[config.mk]
export PLATFORM = sky130hd
export DESIGN_NAME = ps2_kbd_tx
export DESIGN_NICKNAME = d
export VERILOG_FILES = /design/src/rtl/ps2_pkg.sv /design/src/rtl/ascii2scan.sv /design/src/rtl/ps2_kbd_tx.sv
export SDC_FILE = /design/constraint.sdc
export NUM_CORES = 1
export LEC_CHECK = 0
export ABC_AREA = 0
export CELL_PAD_IN_SITES_DETAIL_PLACEMENT = 0
export CELL_PAD_IN_SITES_GLOBAL_PLACEMENT = 1
export CORE_MARGIN = 2
export CORE_UTILIZATION = 46
export CTS_BUF_LIST = sky130_fd_sc_hd__clkbuf_16
export CTS_CLUSTER_DIAMETER = 200
export DETAILED_ROUTE_END_ITERATION = 8
export PLACE_DENSITY = 0.87
export SLEW_MARGIN = 40
export SYNTH_ARGS = -nofsm -noshare
export SYNTH_HDL_FRONTEND = slang
export SYNTH_SLANG_ARGS = --single-unit
[constraint.sdc]
create_clock -name clk -period 2.4 [get_ports clk]
set_input_delay 0.24 -clock clk [delete_from_list [all_inputs] [get_ports clk]]
set_output_delay 0.24 -clock clk [all_outputs]
set_load 0.02 [all_outputs]
[src/rtl/ps2_pkg.sv]
// -----------------------------------------------------------------------------
// ps2_pkg
// Shared types and constants for the PS/2 keyboard transmitter:
//   - ps2_state_e : transmitter FSM states
//   - scan_code_t : 8-bit set-2 scan code
//   - BREAK_CODE  : set-2 break prefix (F0)
//   - FRAME_BITS  : start + 8 data + parity + stop
//   - odd_parity / build_frame helpers
// -----------------------------------------------------------------------------
package ps2_pkg;

    typedef enum logic [1:0] {
        ST_IDLE = 2'd0,
        ST_LOAD = 2'd1,
        ST_BIT  = 2'd2,
        ST_GAP  = 2'd3
    } ps2_state_e;

    typedef logic [7:0] scan_code_t;

    localparam scan_code_t BREAK_CODE = 8'hF0;

    localparam int FRAME_BITS = 11;
    localparam int BIT_CNT_W  = 4;
    localparam logic [BIT_CNT_W-1:0] LAST_BIT = BIT_CNT_W'(FRAME_BITS - 1);

    // Parity bit that makes data plus parity carry an odd number of ones.
    function automatic logic odd_parity(input scan_code_t d);
        return ~(^d);
    endfunction

    // Frame laid out LSB first in transmit order: start, d0..d7, parity, stop.
    function automatic logic [FRAME_BITS-1:0] build_frame(input scan_code_t d);
        return {1'b1, odd_parity(d), d, 1'b0};
    endfunction

endpackage

[src/rtl/ascii2scan.sv]
// -----------------------------------------------------------------------------
// ascii2scan
// Combinational ASCII -> PS/2 set-2 make-code lookup.
// Digits '0'-'9' and letters (either case) are mapped; everything else
// reports hit=0 with code=0.
// Ports:
//   ascii : input  [7:0]  character
//   hit   : output        character is mapped
//   code  : output [7:0]  set-2 make code (valid when hit)
// -----------------------------------------------------------------------------
module ascii2scan
    import ps2_pkg::*;
(
    input  logic [7:0] ascii,
    output logic       hit,
    output scan_code_t code
);

    logic [7:0] up;

    always_comb begin
        // Fold lower case onto upper case so one table serves both.
        up = ascii;
        if (ascii >= 8'h61 && ascii <= 8'h7A) begin
            up = ascii - 8'h20;
        end

        hit  = 1'b1;
        code = 8'h00;
        case (up)
            8'h30: code = 8'h45;  // 0
            8'h31: code = 8'h16;
            8'h32: code = 8'h1E;
            8'h33: code = 8'h26;
            8'h34: code = 8'h25;
            8'h35: code = 8'h2E;
            8'h36: code = 8'h36;
            8'h37: code = 8'h3D;
            8'h38: code = 8'h3E;
            8'h39: code = 8'h46;  // 9
            8'h41: code = 8'h1C;  // A
            8'h42: code = 8'h32;
            8'h43: code = 8'h21;
            8'h44: code = 8'h23;
            8'h45: code = 8'h24;
            8'h46: code = 8'h2B;
            8'h47: code = 8'h34;
            8'h48: code = 8'h33;
            8'h49: code = 8'h43;
            8'h4A: code = 8'h3B;
            8'h4B: code = 8'h42;
            8'h4C: code = 8'h4B;
            8'h4D: code = 8'h3A;
            8'h4E: code = 8'h31;
            8'h4F: code = 8'h44;
            8'h50: code = 8'h4D;
            8'h51: code = 8'h15;
            8'h52: code = 8'h2D;
            8'h53: code = 8'h1B;
            8'h54: code = 8'h2C;
            8'h55: code = 8'h3C;
            8'h56: code = 8'h2A;
            8'h57: code = 8'h1D;
            8'h58: code = 8'h22;
            8'h59: code = 8'h35;
            8'h5A: code = 8'h1A;  // Z
            default: begin
                hit  = 1'b0;
                code = 8'h00;
            end
        endcase
    end

endmodule

[src/rtl/ps2_kbd_tx.sv]
// -----------------------------------------------------------------------------
// ps2_kbd_tx
// Turns an accepted ASCII character into PS/2 keyboard traffic: the set-2
// make code, then F0, then the make code again, each byte followed by GAP
// idle cycles. Frames are 11 bits (start, 8 data LSB first, odd parity,
// stop); each bit lasts 2*CLK_DIV cycles with data changing while ps2_clk
// is high. Unsupported characters pulse err and send nothing.
//
// Build option: PS2_TX_BREAK_EN
//   defined   -> make, F0, make
//   undefined -> make only (one frame, one gap)
//
// Parameters:
//   CLK_DIV : clk cycles per PS/2 clock half-period (>= 2)
//   GAP     : idle clk cycles after each byte
// Ports:
//   clk      : input   system clock
//   rst      : input   asynchronous active-high reset
//   ascii    : input   [7:0] character to send
//   in_valid : input   ascii valid
//   in_ready : output  ready to accept (IDLE only)
//   ps2_clk  : output  generated PS/2 clock, idle high
//   ps2_data : output  PS/2 data, idle high
//   busy     : output  sequence in progress
//   err      : output  one-cycle pulse for an unsupported character
// -----------------------------------------------------------------------------
module ps2_kbd_tx
    import ps2_pkg::*;
#(
    parameter int CLK_DIV = 50,
    parameter int GAP     = 100
) (
    input  logic       clk,
    input  logic       rst,
    input  logic [7:0] ascii,
    input  logic       in_valid,
    output logic       in_ready,
    output logic       ps2_clk,
    output logic       ps2_data,
    output logic       busy,
    output logic       err
);

    localparam int DIV_W = (CLK_DIV > 1) ? $clog2(CLK_DIV) : 1;
    localparam int GAP_W = (GAP > 1) ? $clog2(GAP) : 1;
    localparam logic [DIV_W-1:0] DIV_LAST = DIV_W'(CLK_DIV - 1);
    localparam logic [GAP_W-1:0] GAP_LAST = GAP_W'((GAP > 0) ? GAP - 1 : 0);

    // Index of the final byte of the sequence (0 = make, 1 = F0, 2 = make).
`ifdef PS2_TX_BREAK_EN
    localparam logic [1:0] SEQ_LAST = 2'd2;
`else
    localparam logic [1:0] SEQ_LAST = 2'd0;
`endif

    ps2_state_e            state_q,     state_d;
    logic                  hit_q,       hit_d;
    scan_code_t            code_q,      code_d;
    logic [1:0]            seq_q,       seq_d;
    logic [FRAME_BITS-1:0] shift_q,     shift_d;
    logic [BIT_CNT_W-1:0]  bit_cnt_q,   bit_cnt_d;
    logic [DIV_W-1:0]      div_cnt_q,   div_cnt_d;
    logic                  phase_low_q, phase_low_d;
    logic [GAP_W-1:0]      gap_cnt_q,   gap_cnt_d;
    logic                  ps2_clk_q,   ps2_clk_d;
    logic                  ps2_data_q,  ps2_data_d;
    logic                  err_q,       err_d;

    logic                  scan_hit;
    scan_code_t            scan_code;
    scan_code_t            cur_byte;
    logic [FRAME_BITS-1:0] frame;

    // Lookup on the live input; the result is captured at accept so later
    // changes of ascii have no effect.
    ascii2scan u_ascii2scan (
        .ascii (ascii),
        .hit   (scan_hit),
        .code  (scan_code)
    );

    always_ff @(posedge clk or posedge rst) begin
        if (rst) begin
            state_q     <= ST_IDLE;
            hit_q       <= 1'b0;
            code_q      <= '0;
            seq_q       <= '0;
            shift_q     <= '0;
            bit_cnt_q   <= '0;
            div_cnt_q   <= '0;
            phase_low_q <= 1'b0;
            gap_cnt_q   <= '0;
            ps2_clk_q   <= 1'b1;
            ps2_data_q  <= 1'b1;
            err_q       <= 1'b0;
        end else begin
            state_q     <= state_d;
            hit_q       <= hit_d;
            code_q      <= code_d;
            seq_q       <= seq_d;
            shift_q     <= shift_d;
            bit_cnt_q   <= bit_cnt_d;
            div_cnt_q   <= div_cnt_d;
            phase_low_q <= phase_low_d;
            gap_cnt_q   <= gap_cnt_d;
            ps2_clk_q   <= ps2_clk_d;
            ps2_data_q  <= ps2_data_d;
            err_q       <= err_d;
        end
    end

    always_comb begin
        state_d     = state_q;
        hit_d       = hit_q;
        code_d      = code_q;
        seq_d       = seq_q;
        shift_d     = shift_q;
        bit_cnt_d   = bit_cnt_q;
        div_cnt_d   = div_cnt_q;
        phase_low_d = phase_low_q;
        gap_cnt_d   = gap_cnt_q;
        ps2_clk_d   = ps2_clk_q;
        ps2_data_d  = ps2_data_q;
        err_d       = 1'b0;

        // Middle byte of the sequence is the break prefix.
        cur_byte = (seq_q == 2'd1) ? BREAK_CODE : code_q;
        frame    = build_frame(cur_byte);

        case (state_q)
            ST_IDLE: begin
                ps2_clk_d  = 1'b1;
                ps2_data_d = 1'b1;
                if (in_valid) begin
                    hit_d   = scan_hit;
                    code_d  = scan_code;
                    seq_d   = 2'd0;
                    err_d   = ~scan_hit;
                    state_d = ST_LOAD;
                end
            end

            ST_LOAD: begin
                if (!hit_q) begin
                    state_d = ST_IDLE;
                end else begin
                    // Start bit goes out on the same edge that enters BIT.
                    shift_d     = frame;
                    ps2_data_d  = frame[0];
                    ps2_clk_d   = 1'b1;
                    bit_cnt_d   = '0;
                    div_cnt_d   = '0;
                    phase_low_d = 1'b0;
                    state_d     = ST_BIT;
                end
            end

            ST_BIT: begin
                if (div_cnt_q == DIV_LAST) begin
                    div_cnt_d = '0;
                    if (!phase_low_q) begin
                        phase_low_d = 1'b1;
                        ps2_clk_d   = 1'b0;
                    end else begin
                        // End of a bit period: raise the clock and present
                        // the next bit, or release the lines after stop.
                        phase_low_d = 1'b0;
                        ps2_clk_d   = 1'b1;
                        if (bit_cnt_q == LAST_BIT) begin
                            bit_cnt_d  = '0;
                            ps2_data_d = 1'b1;
                            gap_cnt_d  = '0;
                            state_d    = ST_GAP;
                        end else begin
                            bit_cnt_d  = bit_cnt_q + 1'b1;
                            shift_d    = shift_q >> 1;
                            ps2_data_d = shift_q[1];
                        end
                    end
                end else begin
                    div_cnt_d = div_cnt_q + 1'b1;
                end
            end

            ST_GAP: begin
                ps2_clk_d  = 1'b1;
                ps2_data_d = 1'b1;
                if (gap_cnt_q == GAP_LAST) begin
                    gap_cnt_d = '0;
                    if (seq_q == SEQ_LAST) begin
                        state_d = ST_IDLE;
                    end else begin
                        seq_d   = seq_q + 2'd1;
                        state_d = ST_LOAD;
                    end
                end else begin
                    gap_cnt_d = gap_cnt_q + 1'b1;
                end
            end

            default: begin
                state_d = ST_IDLE;
            end
        endcase
    end

    assign in_ready = (state_q == ST_IDLE);
    assign busy     = (state_q != ST_IDLE);
    assign ps2_clk  = ps2_clk_q;
    assign ps2_data = ps2_data_q;
    assign err      = err_q;

endmodule

# == Word level (Yosys, flattened, before mapping) ==
# Index checks and enable logic that the tools add are counted.
# classes
n_addsub,5
n_lt_le_gt_ge,2
eq_ne,51
n_mux,48
bitwise_logic,2
n_reduce_logical,20
# ops
cell,count
$pmux W7 S36,1
$eq A8 B7 Y1 const B,26
$eq A8 B6 Y1 const B,10
$mux W11,4
$reduce_or A36 Y1,1
$mux W7,4
$pmux W11 S2,1
$mux W2,9
$mux W4,4
$mux W8,2
$ne A2 B2 Y1 const B,8
$pmux W7 S2,1
$mux W1,13
$mux W6,2
$pmux W6 S2,1
$reduce_and A4 Y1,3
$reduce_and A5 Y1,2
$ge A8 B7 Y1 const B,1
$le A8 B7 Y1 const B,1
$pmux W2 S4,1
$pmux W4 S2,1
$reduce_bool A2 Y1,4
$reduce_xor A8 Y1,1
$sub A8 B6 Y8 const B,1
18 further kinds,26
# totals
reg_bits,45
input_bits,11
out_inout_bits,5
wordCells,140

# == Logic depth before layout (Yosys ltp) ==
# Gate-level depths: netlist (run 1).
# logic_depth
ltp_word,9
ltp_mapped,8
ltp_nobuf,7

# == By module ==
# Synthesis (run 1) repeated with hierarchy kept, for this count alone.
# hier_totals
cells_unflattened,375
hier_area_um2,3216.8
# modules_own_cells
mod,instances,cells_each,area_each_um2,seq_area_each_um2
ps2_kbd_tx,1,229,2319.7,1103.6
ascii2scan,1,146,897.1,0.0

# == Worst setup path before layout (run 1) ==
# Ideal clock, no wire load.
# synth_path
path_kind,input port to flip-flop
startpoint,input port ascii[5]
endpoint,register hit_q
setup_time_ns,0.066
arrival_time_ns,1.913
required_time_ns,2.334
path_slack_ns,0.420
stages,8
path_buffers,1
cell_sequence,clkbuf_1 -> inv_1 -> ha_1 -> o21ai_1 -> o2111ai_1 -> a211oi_1 -> o21a_1 -> o32a_1
# synth_via
elab_chain_len,6
elab_cells_between_ends,43
classes_between,1 x add/sub; 2 x order compare; 36 x eq/ne; 2 x mux; 2 x reduce/logical
# synth_lines
item,line_no,source
from (decl),ps2_kbd_tx.sv:35,"input logic [7:0] ascii,"
$ge A8 B7 Y1 / $le A8 B7 Y1 (equally long branches),ascii2scan.sv:24,if (ascii >= 8'h61 && ascii <= 8'h7A) begin
$logic_and A1 B1 Y1,ascii2scan.sv:24,
$mux W8 (*),ascii2scan.sv:24,
$eq A8 B6 Y1 / $eq A8 B7 Y1 (equally long branches),ascii2scan.sv:30,case (up)
$reduce_or A36 Y1 (no line) (*),--,
$mux W1 (*),ascii2scan.sv:30,
to (signal assigned),ps2_kbd_tx.sv:98,hit_q <= hit_d;
to (decl),ps2_kbd_tx.sv:57,"logic hit_q, hit_d;"
# Mark *: on every way between the ends. The rest lies on a longest branch, timed or not.
# A chain may end at the register's enable or synchronous reset.

# == Worst setup path after layout (run 1) ==
# layout_path
startpoint,register state_q[0]
endpoint,output port busy
# layout_via
elab_chain_len,1
# layout_lines
item,line_no,source
from (decl),ps2_kbd_tx.sv:56,"ps2_state_e state_q, state_d;"
from (signal assigned),ps2_kbd_tx.sv:97,state_q <= state_d;
$reduce_bool A2 Y1,ps2_kbd_tx.sv:208,assign busy = (state_q != ST_IDLE);
to (decl),ps2_kbd_tx.sv:40,"output logic busy,"
# No other way between the ends.

==> out/results.ini, run 1 <==
[drt]
drc_errors = 0
vias = 2933
vias_per_cell = 5.961
postRouteAntennaNets = 0
dr.pass1.iters = 5
first_iter_violations = 181
post_drt_wl_per_cell_microns = 15.54
wirelength_mm = 7.647

[sta]
fmax_mhz = 484.7
fin_skew_ns = 0.007212
finalSetupTns_ns = 0
tightestPinTransition_ns = 0.5752
slew_headroom_pct = 61.61
hold_violations = 0
rsz0062_at_grt = false
final_max_slew_viol_count = 0
fin_crit_ns = 2.063
final.period_utilization_pct = 85.97
finalSetupViolations = 0

[cells_and_area]
syn_to_final_growth_pct = 17.53
layout_commonest_cell = nand2_1
fin_area_sq_um = 3732
drive_gt1_share_pct = 13.59
layout.nets = 434
final_cell_mix = 43 x nand2_1, 41 x dfrtp_1, 37 x o21ai_0
diodes = 0

[cts]
cts_hold_buf = 0
cts_buffers = 5
post_cts_buffers = 0
clock_latency_ns = 0.28
cts.sinks = 43
cts_resized = 0
cts_max_level = 2
ctsRootBufferMaster = clkbuf_16
cts_tree = yes
path_clk_slew_ns = 0.06
cts.path.max_buffers = 2

[logic_synthesis]
yosysWarnings = 0
synth_edf_count = 0
synth_top_family_by_area = compound AO/OA/AOI/OAI gates
synth-compound-area-share_pct = 25.14
synth_xor_area_share_pct = 2.482
syn_inst = 378
yosys.area_share.simple_pct = 24.55
synth_mux_area_share_pct = 4.058
ys_seq_area_share_pct = 33.96
syn_nets = 401
synth_cell_types = 67
synthTopCellsByArea = dfrtp_1 32%, o21ai_0 5.8%, nand2_1 5.1%
async_flop_share_pct = 100.0
yosysTopAreaCell = dfrtp_1
synth_ff_type = dfrtp_1
synth_adder_area_share_pct = 4.728
netlist_area_sq_um = 3176
ys_seq_elements = 43
netlist.area_leader.share_pct = 32.31
synth_area_per_cell_sq_um = 8.401

[power_and_ir_drop]
powerDensity_nw_per_um2 = 444.8
ir_worst_vdd_mv = 0.3969
p_leak_nw = 1.564

[setup_path]
cp.arrival_ns = 1.82
crit_path_max_incr_delay_ns = 0.62
timing.critical_path.buf_inv = 3
crit_type = reg -> out
worstSetupStartpointType = flop
crit_path_end_kind = output port
crit_path_frequent_cell = inv_1
cp.required_ns = 2.16
cp_slowest_cell = clkdlybuf4s50_1
worst-path-max-fanout = 8
critical_path.cell_chain = inv_1 > ha_1 > inv_1 > clkdlybuf4s50_1
crit_family = buffers and inverters

[global_routing]
grt_pass1_vias = 2819
track_usage_pct = 21.57
grt_pass1_wl_mm = 13.34
grt_max_degree = 44
antenna_found_initial = 0
grt_overflow = 0

[placement]
gp_congestion = 0.9525
io_buffers = 15
dp_hpwl_mm = 5.736
postPlaceCellArea_sq_um = 3568

[die]
start_util_pct = 47.26
rows = 30
dieArea_sq_um = 7584
die_width_microns = 87.09
core_area_sq_um = 6719
dieHeight_microns = 87.09
io_pins = 16

[run]
cap_violations = 0

[outcome]
status = finished clean

[worst_hold_path]
hold_path.class = in -> async

worst register-to-register path: cells and delay by family, from the launching register on:
kind | cells | cell delay (ns)
AO/OA/AOI/OAI | 1 | 0.37
adder cells (fa/ha/maj) | 1 | 0.30
buffers and inverters | 2 | 0.37
flip-flops | 1 | 0.43
multiplexers | 1 | 0.39
AND/OR/NAND/NOR | 1 | 0.09
through the flow:
step	hold slack, ns	util, %	setup WS, ns	power (mW)	std cells
after floorplan	0.4455	-	0.4204	0.8474	378
after CTS	0.4278	55.55	0.3062	1.672	492
final	0.4008	55.55	0.3367	1.660	492
after detailed placement	0.4542	53.11	0.07005	0.9202	484
after global routing	0.4656	55.55	0.1713	1.722	492
after global placement	0.4480	53.11	0.09495	0.9219	484
per-layer routing:
metal  track usage [%]  up-vias  part of all wire [%]
met3             2.654       13                   3.1
met4             6.392        0                   1.6
met5                 0        -                     0
met1             29.39     1412                    48
met2             35.81       60                    47
li1                  -     1448                     -
cell families after synthesis:
group	Yosys count
AOI/OAI and AO/OA	118
xor gates and xnor gates	9
adders and majority gates	12
buffers and inverters	40
DFF	43
muxes	12
and+or+nand+nor	144
registers in the layout (all words and copies together), names as in the netlist, 2 cells and up, named ones only:
| signal | flops |
|---|---|
| seq_q | 2 |
| code_q | 7 |
| div_cnt_q | 6 |
| shift_q | 10 |
| bit_cnt_q | 4 |
| gap_cnt_q | 7 |
cell usage after synthesis (all sizes together), types with 2 or more instances:
library cell	n
a211oi	3
a21boi	2
a21o	2
a21oi	21
a22o	3
a22oi	3
a31oi	5
a32oi	2
and3	3
and3b	2
buf	8
clkbuf	11
dfrtp	41
dfstp	2
ha	12
inv	20
mux2	7
mux2i	5
nand2	43
nand2b	8
nand3	11
nand3b	2
nand4	4
nor2	18
nor2b	19
nor3	9
nor3b	8
nor4	4
nor4bb	2
o2111ai	3
o211ai	3
o21a	2
o21ai	41
o22ai	2
o2bb2ai	2
o311ai	2
o31ai	10
o32a	3
or2	2
or3	2
or4	2
xnor2	4
xor2	5
layout make-up:
type / instances / area (sq um)
fill: 606 / 2987
multi-input combinational: 295 / 1936
sequential: 43 / 1079
timing repair buffer: 45 / 375.4
clock buffer: 5 / 125.1
tap: 80 / 100.1
inverter: 21 / 78.83
clock inverter: 3 / 38.79
power breakdown:
| part | total (mW) | switching (mW) | leakage [nW] | internal [mW] |
|---|---|---|---|---|
| Sequential | 0.725 | 0 | 0.575 | 0.725 |
| Combinational | 0.184 | 0.109 | 0.908 | 0.0752 |
| Clock | 0.751 | 0.266 | 0.0812 | 0.485 |
| Total | 1.66 | 0.375 | 1.56 | 1.29 |
path summary, 6_finish.rpt:
kind	startpoint	to	slack, ns	cells past startpoint
worst min register to register	ps2_clk	ps2_clk	0.46	2
worst max-delay path	state_q[0]	busy	0.34	4
worst min-delay path	rst	shift_q[6]	0.40	3
max in group asynchronous	rst	ps2_data	1.63	3
min in group clk	ps2_clk	ps2_clk	0.46	2
worst max register to register	state_q[0]	shift_q[6]	0.34	6
Power figures use the tool's default switching activity.
==> run 2: changes to the inputs <==
Settings changed: CORE_UTILIZATION 46 to 50, PLACE_DENSITY 0.87 to 0.93, REMOVE_ABC_BUFFERS set to 1.
Clock period 2.4 ns to 2.5 ns, I/O delays scaled along.
==> out/results.ini, run 2 (synthesis results as in run 1) <==
[outcome]
status = finished clean

[cells_and_area]
diodes = 0
layout_commonest_cell = nand2_1
final_cell_mix = 43 x nand2_1, 41 x dfrtp_1, 37 x o21ai_0
drive_gt1_share_pct = 10.97
fill_cells = 565
largest_register = shift_q
largest_reg_flops = 10
syn_to_final_growth_pct = 14.74
largestRegisters = shift_q (10), code_q (7), gap_cnt_q (7)
stdcell_count = 478
layout.nets = 423

[die]
start_util_pct = 50.88
dieArea_sq_um = 7005
dieHeight_microns = 83.70
rows = 29
die_width_microns = 83.70
io_pins = 16
core_area_sq_um = 6241

[sta]
finalSetupTns_ns = 0
final_max_slew_viol_count = 0
final.period_utilization_pct = 89.03
fin_crit_ns = 2.226
rsz0062_at_grt = false
fmax_mhz = 449.3
whs_ns = 0.2880
finalSetupViolations = 0
fin_skew_ns = 0.004288
hold_violations = 0
slew_headroom_pct = 58.74
tightestPinTransition_ns = 0.6182

[drt]
postRouteAntennaNets = 0
vias_per_cell = 6.061
wirelength_mm = 7.757
first_iter_violations = 196
drc_errors = 0
post_drt_wl_per_cell_microns = 16.23
dr.pass1.iters = 5
vias = 2897

[cts]
cts_hold_buf = 0
post_cts_buffers = 0
cts_tree = yes
clock_latency_ns = 0.28
cts.path.max_buffers = 2
cts_max_level = 2
path_clk_slew_ns = 0.06
cts_buffers = 5
ctsRootBufferMaster = clkbuf_16
cts_resized = 0
cts.sinks = 43

[power_and_ir_drop]
ir_worst_vdd_mv = 0.3356
internal_power_mw = 1.125
power_frac_comb_pct = 11.6
switching_power_uw = 366.6
seq_power_share_pct = 46.7
powerDensity_nw_per_um2 = 409.3
p_leak_nw = 1.513
switching_share_pct = 24.58
clkPwrFrac_pct = 41.7

[setup_path]
critical_path.cell_chain = clkdlybuf4s50_1 > inv_1 > ha_1 > o21ai_1 > o2111ai_1 > a211oi_1 > o21a_1 > o32a_1
crit_type = in -> reg
crit_path_end_kind = flop
cp_slowest_cell = clkdlybuf4s50_1
cp.required_ns = 2.72
worstSetupStartpointType = primary input
crit_path_max_incr_delay_ns = 0.48
cp.arrival_ns = 2.45
worst-path-max-fanout = 6

[run]
cap_violations = 0

[global_routing]
grt_pass1_wl_mm = 12.94
grt_overflow = 0
grt_pass1_vias = 2747
grt_max_degree = 26
track_usage_pct = 22.45
antenna_found_initial = 0

[placement]
dp_hpwl_mm = 5.594
io_buffers = 15
placed_cells = 470
gp_congestion = 0.9535

[worst_hold_path]
hold_path.class = in -> async

run 2: critical path: cells and delay by family:
| kind | cells | cell delay, ns |
|---|---|---|
| buffers and inverters | 2 | 0.53 |
| adder cells (fa/ha/maj) | 1 | 0.31 |
| AO/OA/AOI/OAI | 5 | 1.36 |
run 2: final timing paths:
kind | from | cells after the start | slack (ns) | endpoint
worst max register to register | state_q[0] | 6 | 0.40 | shift_q[8]
worst min-delay path | rst | 2 | 0.29 | gap_cnt_q[0]
worst min register to register | ps2_clk | 2 | 0.46 | ps2_clk
worst max-delay path | ascii[5] | 8 | 0.27 | hit_q
max in group asynchronous | rst | 3 | 1.65 | ps2_data
min in group clk | ps2_clk | 2 | 0.46 | ps2_clk
run 2: area by class of cell:
| class | count | area (sq um) | share of cell area (%) |
|---|---|---|---|
| multi-input cells | 295 | 1936 | 53.13 |
| inverters | 21 | 78.83 | 2.163 |
| clock inverters | 3 | 11.26 | 0.3091 |
| repair buffers | 34 | 317.8 | 8.723 |
| flip-flops and latches | 43 | 1079 | 29.60 |
| well taps | 77 | 96.34 | 2.644 |
| clock buffers | 5 | 125.1 | 3.434 |
run 2: power by group through the flow:
stage                     Combinational [mW]  Sequential [mW]  Clock [mW]
after floorplan                       0.0817            0.709           0
after global placement                 0.172            0.709           0
after detailed placement               0.172            0.709           0
after CTS                              0.173            0.696       0.628
after global routing                   0.189            0.696       0.661
final                                  0.173            0.696       0.622
run 2: per-stage QoR:
step | total power [mW] | setup slack [ns] | utilization [%] | instance area (sq um)
global placement | 0.8804 | 0.1291 | 56.19 | 3507
finish | 1.491 | 0.2742 | 58.38 | 3643
global route | 1.545 | 0.1523 | 58.38 | 3643
detailed placement | 0.8806 | 0.07277 | 56.19 | 3507
floorplan | 0.7904 | 0.2226 | - | 3093
CTS | 1.496 | 0.3593 | 58.38 | 3643
run 2: layer usage:
metal / global-route usage, % / vias to the layer above / share of wire [%]
li1: - / 1431 / -
met1: 28.21 / 1379 / 43
met2: 39.27 / 70 / 52
met3: 2.967 / 17 / 3.4
met4: 8.358 / 0 / 2.3
met5: 0 / - / 0
==> run 3: changes to the inputs <==
Settings changed: RECOVER_POWER set to 100.
==> out/results.ini, run 3 (synthesis results as in run 1) <==
[cts]
ctsRootBufferMaster = clkbuf_16
cts_max_level = 2
post_cts_buffers = 0
clock_latency_ns = 0.28
cts_tree = yes
cts_hold_buf = 0
path_clk_slew_ns = 0.06
cts.path.max_buffers = 2
cts_resized = 0
cts_buffers = 5
cts.sinks = 43

[sta]
whs_ns = 0.4560
rsz0062_at_grt = false
finalSetupTns_ns = 0
finalSetupViolations = 0
hold_violations = 0
slew_headroom_pct = 51.48
fin_crit_ns = 2.269
fmax_mhz = 440.7
final_max_slew_viol_count = 0
setup_slack_ns = 0.2310
final.period_utilization_pct = 90.76
tightestPinTransition_ns = 0.7270
fin_skew_ns = 0.006404

[die]
dieArea_sq_um = 7005
start_util_pct = 50.88
rows = 29
dieHeight_microns = 83.70
io_pins = 16
core_area_sq_um = 6241
die_width_microns = 83.70

[drt]
dr.pass1.iters = 5
wirelength_mm = 7.767
post_drt_wl_per_cell_microns = 16.25
vias = 2954
vias_per_cell = 6.180
postRouteAntennaNets = 0
first_iter_violations = 186
drc_errors = 0

[outcome]
status = finished clean

[global_routing]
track_usage_pct = 22.45
grt_pass1_vias = 2747
grt_pass1_wl_mm = 12.94
antenna_found_initial = 0
grt_overflow = 0
grt_max_degree = 26

[placement]
place_ws_ns = 0.07277
gp_congestion = 0.9535
dp_hpwl_mm = 5.594
io_buffers = 15

[setup_path]
worst-path-max-fanout = 6
crit_path_end_kind = flop
crit_path_max_incr_delay_ns = 0.55
cp_slowest_cell = dlygate4sd3_1
worstSetupStartpointType = primary input
cp.required_ns = 2.72
crit_type = in -> reg
cp.arrival_ns = 2.49
critical_path.cell_chain = dlygate4sd3_1 > inv_1 > ha_1 > o21ai_1 > o2111ai_1 > a211oi_1 > o21a_1 > o32a_1

[cells_and_area]
fill_cells = 569
diodes = 0
layout_commonest_cell = nand2_1
final_cell_mix = 43 x nand2_1, 41 x dfrtp_1, 38 x o21ai_0
largest_reg_flops = 10
largest_register = shift_q
multi_input_area_sq_um = 1923
seqCellArea_sq_um = 1079
syn_to_final_growth_pct = 13.40
largestRegisters = shift_q (10), code_q (7), gap_cnt_q (7)
drive_gt1_share_pct = 9.227
layout.nets = 423

[run]
cap_violations = 0

[power_and_ir_drop]
powerDensity_nw_per_um2 = 412.6
ir_worst_vdd_mv = 0.3382
p_leak_nw = 1.504

[worst_hold_path]
hold_path.class = reg -> reg

## run 3: power breakdown
| part | internal, mW | switching [mW] |
|---|---|---|
| Combinational | 0.0648 | 0.105 |
| Sequential | 0.696 | 0 |
| Clock | 0.360 | 0.260 |
| Total | 1.12 | 0.365 |
## run 3: routing by layer
| layer | GRT usage (%) | wire [microns] | up-vias |
|---|---|---|---|
| met5 | 0 | 0 | - |
| met4 | 8.358 | 190 | 0 |
| met3 | 2.967 | 292 | 15 |
| met2 | 39.27 | 4009 | 91 |
| met1 | 28.21 | 3275 | 1419 |
| li1 | - | - | 1429 |
## run 3: metrics by stage
stage	util (%)	cell area [sq um]	instances	total power, mW
CTS	58.38	3643	478	1.496
global placement	56.19	3507	470	0.8804
global route	57.70	3601	478	1.541
detailed placement	56.19	3507	470	0.8806
finish	57.70	3601	478	1.486
floorplan	-	3093	359	0.7904
## run 3: worst max-delay path, delay by kind of cell
kind / cells / cell delay [ns]
AOI/OAI and AO/OA: 5 / 1.33
buffers and inverters: 2 / 0.60
adders and majority gates: 1 / 0.31
## run 3: final timing paths
path	cells past startpoint	slack, ns	end	start
max	8	0.23	hit_q	ascii[5]
min	2	0.46	ps2_clk	ps2_clk
max reg2reg	7	0.30	shift_q[2]	state_q[0]
min reg2reg	2	0.46	ps2_clk	ps2_clk
max in group asynchronous	3	0.89	code_q[4]	rst
min in group asynchronous	2	0.52	gap_cnt_q[0]	rst
## run 3: final cells by class
type	count	area share, %
Timing Repair Buffer	34	7.992
Multi-Input combinational cell	295	53.41
Clock buffer	5	3.475
Tap cell	77	2.675
Clock inverter	3	0.3127
Sequential cell	43	29.95
Inverter	21	2.189
